[config.mk]
export PLATFORM = sky130hd
export DESIGN_NAME = mio_emesh_merge
export DESIGN_NICKNAME = d
export VERILOG_FILES = /design/src/rtl/mio_emesh_merge.sv
export SDC_FILE = /design/constraint.sdc
export NUM_CORES = 1
export LEC_CHECK = 0
export ABC_AREA = 1
export CORE_UTILIZATION = 50
export DETAILED_ROUTE_END_ITERATION = 16
export PLACE_DENSITY = 0.88
export SYNTH_ARGS = -nofsm -noshare
export SYNTH_HDL_FRONTEND = slang
export SYNTH_SLANG_ARGS = --single-unit
[constraint.sdc]
create_clock -name clk -period 1.5 [get_ports clk]
set_input_delay 0.375 -clock clk [delete_from_list [all_inputs] [get_ports clk]]
set_output_delay 0.375 -clock clk [all_outputs]
set_load 0.01 [all_outputs]
[src/rtl/mio_emesh_merge.sv]
// Two-port emesh merge: one-entry buffer per input, round-robin arbiter, registered output.
// Define MIO_EMESH_MERGE_FIXED_PRIO_EN to replace round-robin with fixed priority to port B.
module mio_emesh_merge #(
  parameter int PW = 104
) (
  input  logic          clk,
  input  logic          nreset,
  input  logic          a_access_in,
  input  logic [PW-1:0] a_packet_in,
  output logic          a_wait_out,
  input  logic          b_access_in,
  input  logic [PW-1:0] b_packet_in,
  output logic          b_wait_out,
  output logic          access_out,
  output logic [PW-1:0] packet_out,
  input  logic          wait_in
);

  typedef enum logic {
    PORT_A = 1'b0,
    PORT_B = 1'b1
  } port_e;

  logic          buf_valid_a;
  logic          buf_valid_b;
  logic [PW-1:0] buf_packet_a;
  logic [PW-1:0] buf_packet_b;
  logic          out_valid;
  logic [PW-1:0] out_packet;

  logic          out_ready;
  logic          load_a;
  logic          load_b;
  logic          any_valid;
  logic          grant;
  logic          grant_a;
  logic          grant_b;
  port_e         winner;
  logic [PW-1:0] win_packet;

  assign load_a    = a_access_in & ~buf_valid_a;
  assign load_b    = b_access_in & ~buf_valid_b;
  assign out_ready = ~out_valid | ~wait_in;
  assign any_valid = buf_valid_a | buf_valid_b;
  assign grant     = out_ready & any_valid;

`ifdef MIO_EMESH_MERGE_FIXED_PRIO_EN
  // Regfile responses always go first; port A waits while B keeps arriving.
  always_comb begin
    winner = PORT_A;
    if (buf_valid_b) begin
      winner = PORT_B;
    end
  end
`else
  port_e last_grant;

  always_comb begin
    winner = PORT_A;
    if (buf_valid_a && buf_valid_b) begin
      winner = (last_grant == PORT_A) ? PORT_B : PORT_A;
    end else if (buf_valid_b) begin
      winner = PORT_B;
    end
  end

  always_ff @(posedge clk or negedge nreset) begin
    if (!nreset) begin
      last_grant <= PORT_B;
    end else if (grant) begin
      last_grant <= winner;
    end
  end
`endif

  // winner is A only when buffer A is valid or nothing is, so grant implies a full buffer.
  assign grant_a    = grant & (winner == PORT_A);
  assign grant_b    = grant & (winner == PORT_B);
  assign win_packet = (winner == PORT_B) ? buf_packet_b : buf_packet_a;

  always_ff @(posedge clk or negedge nreset) begin
    if (!nreset) begin
      buf_valid_a  <= 1'b0;
      buf_packet_a <= '0;
    end else if (grant_a) begin
      buf_valid_a  <= 1'b0;
    end else if (load_a) begin
      buf_valid_a  <= 1'b1;
      buf_packet_a <= a_packet_in;
    end
  end

  always_ff @(posedge clk or negedge nreset) begin
    if (!nreset) begin
      buf_valid_b  <= 1'b0;
      buf_packet_b <= '0;
    end else if (grant_b) begin
      buf_valid_b  <= 1'b0;
    end else if (load_b) begin
      buf_valid_b  <= 1'b1;
      buf_packet_b <= b_packet_in;
    end
  end

  always_ff @(posedge clk or negedge nreset) begin
    if (!nreset) begin
      out_valid  <= 1'b0;
      out_packet <= '0;
    end else if (out_ready) begin
      out_valid <= any_valid;
      if (any_valid) begin
        out_packet <= win_packet;
      end
    end
  end

  assign a_wait_out = buf_valid_a;
  assign b_wait_out = buf_valid_b;
  assign access_out = out_valid;
  assign packet_out = out_packet;

endmodule

==> impl_metrics.py <==
metrics = {
    "run_status": {
        "status": "finished, violations left",
        "violations": "setup timing",
    },
    "detailed_routing": {
        "drcViolationCount": 0,
        "routed_wl_um": 47300,
        "avgRoutedWirePerCell_um": 19.7,
        "vias": 13800,
        "drt_iter0_markers": 1910,
        "first_pass_iters": 6,
        "postRouteAntennaNets": 0,
        "vias_per_cell": 5.75,
    },
    "floorplanning": {
        "die_h_um": 167,
        "die_area_um2": 28000,
        "ioPinCount": 320,
        "die_w_um": 167,
        "coreArea_um2": 26900,
        "initial_utilization_pct": 50.8,
        "rows": 60,
    },
    "flow_run": {
        "maxCapViolCount": 0,
    },
    "place": {
        "gp_congestion": 0.877,
        "io_buffer_count": 319,
        "hpwl_um": 27400,
        "placed_cells": 2291,
    },
    "critical_path": {
        "reg2reg_from": "b_wait_out$_DFFE_PN0P_",
        "crit_path_start_kind": "register",
        "cp_max_fo": 2,
        "slowest_delay_ps": 500,
        "arrival_ps": 1130,
        "path_buf_inv": 1,
        "crit_type": "reg -> out",
        "cp-end-kind": "primary output",
        "cp_top_family": "flip-flops",
        "cp-startpoint": "b_wait_out$_DFFE_PN0P_",
        "path_cells": "buf_6",
        "required_ps": 1120,
        "worst_path_max_delay_cell": "dfrtp_4",
    },
    "timing": {
        "fin_setup_tns_ps": -7.31,
        "tightest_slew_ps": 424,
        "worst_slack_ps": -7.31,
        "slew_viol_final": 0,
        "grt_setup_unrepaired": "yes",
        "period_minus_slack_ps": 1510,
        "setup_violations": 1,
        "slew_headroom_pct": 71.8,
        "fmax_mhz": 663,
        "hold_viol_final": 0,
        "finClkSkew_ps": 33.9,
        "finalCritPeriodShare_pct": 100,
    },
    "grt": {
        "grt_overflow": 0,
        "antenna_found_initial": 4,
        "grt_first_pass_wirelength_um": 69500,
        "grt_pass1_vias": 13600,
        "grt_max_degree": 73,
        "gr-usage-all-layers_pct": 31.3,
    },
    "synthesis": {
        "synth.yosys.warnings": 0,
        "synth_common_cells": "942 x nand2_1, 315 x dfrtp_1, 314 x nand3_1, 51 x clkbuf_1, 46 x buf_2",
        "synth_top_area_share_pct": 57.8,
        "synth_cells": 1707,
        "synth_area_um2": 13600,
        "ys_ff_latch": 316,
        "avgSynthCellArea_um2": 8.00,
        "ys.flop_type": "dfrtp_1",
        "synth_edf_count": 0,
        "synth_area_leaders": "dfrtp_1 58%, nand2_1 26%, nand3_1 12%",
        "synth.distinct_cells": 15,
        "ys_seq_area_share_pct": 57.9,
        "synthesis.nets": 1920,
        "synthArstFlopShare_pct": 100,
        "yosysTopAreaCell": "dfrtp_1",
        "yosysMostFrequentCell": "nand2_1",
    },
    "hold_path": {
        "hold_class": "in -> async",
    },
    "final_layout": {
        "layoutNonFillerInstCount": 2398,
        "final_layout_size_suffix_gt1_share_pct": 13.0,
        "n_fill_cell": 1921,
        "area_growth_pct": 37.3,
        "nNetsFinal": 2248,
        "utilization_pct": 69.7,
    },
    "power": {
        "vdd_drop_max_uv": 1310,
        "p_per_area_nw_per_um2": 2240,
        "p_leak_nw": 10.1,
        "finalPower_w": 0.0420,
    },
    "clocking": {
        "cts.clk_slew.worst_paths_ps": 60,
        "root_buffer": "clkbuf_16",
        "cts_buffer_depth": 3,
        "cts_tree": "done",
        "worstSkewPairLatency_ps": 520,
        "cts_buffers": 34,
        "htree_levels": 2,
        "cts_sinks": 316,
    },
}
## area by class of cell
class	count	area [um^2]	area share (%)
Antenna cell	3	7.51	0.0401
Clock inverter	6	65.1	0.347
Tap cell	341	427	2.28
Multi-Input combinational cell	1264	5250	28.0
Sequential cell	316	7910	42.2
Timing Repair Buffer	414	4060	21.7
Clock buffer	49	978	5.22
Inverter	5	42.5	0.227
## sequential cells by signal, summed over array words and instances (netlist names)
name          cells
last_grant        1
a_wait_out        1
buf_packet_b    104
access_out        1
packet_out      104
buf_packet_a    104
b_wait_out        1
## cells by family after synthesis
logic type,after synthesis,share of synthesized area (%)
flops,316,57.9
simple gates,1259,37.6
buf+inv,129,4.35
compound gates,3,0.110
## final timing paths
path | slack (ps) | cells after the start | endpoint
setup / recovery | -7 | 1 | b_wait_out
hold / removal | 370 | 2 | buf_packet_a[35]$_DFFE_PN0P_
setup reg to reg | 20 | 8 | packet_out[60]$_DFFE_PN0N_
hold reg to reg | 470 | 2 | buf_packet_a[4]$_DFFE_PN0P_
max in group asynchronous | 400 | 3 | packet_out[89]$_DFFE_PN0N_
min in group clk | 400 | 4 | buf_packet_a[9]$_DFFE_PN0P_
## where the power goes
part / switching, W / total (W) / internal, W
Sequential: 0.00241 / 0.0150 / 0.0125
Combinational: 0.0116 / 0.0190 / 0.00745
Clock: 0.00338 / 0.00807 / 0.00469
Total: 0.0174 / 0.0420 / 0.0247
## timing repair
| item | in CTS | in global routing |
|---|---|---|
| resized for setup | 392 | 53 |
| pin swaps | 1 | 2 |
| hold endpoints to repair | 24 | 0 |
| setup endpoints to repair | 107 | 135 |
| buffers inserted | 20 | 9 |
| cloned | 1 | 18 |
| hold buffers | 1 | 0 |
## layout by cell type, fill, tap and decap left out, drive strengths merged
cell type / count
buf: 175
bufinv: 1
clkbuf: 73
clkdlybuf4s15: 5
clkdlybuf4s50: 209
clkinv: 3
clkinvlp: 1
dfrtp: 315
dfstp: 1
diode: 3
dlygate4sd3: 1
inv: 6
nand2: 947
nand3: 314
o21ai: 3
## metal layers
layer | vias up | wire (um) | GRT usage (%)
met5 | - | 11 | 0
met4 | 2 | 3040 | 21.2
met3 | 224 | 4390 | 6.31
met2 | 895 | 22800 | 51.9
met1 | 6635 | 17100 | 36.9
li1 | 6039 | - | -
## stage by stage
step / instance area (um^2) / hold slack [ps] / worst slack [ps]
finish: 18700 / 365 / -7.31
global route: 18700 / 385 / -42.4
CTS: 18300 / 363 / -22.3
detailed placement: 17400 / 301 / -159
global placement: 17400 / 299 / -117
floorplan: 13600 / 79.4 / 136
(Power assumes the default switching activity.)
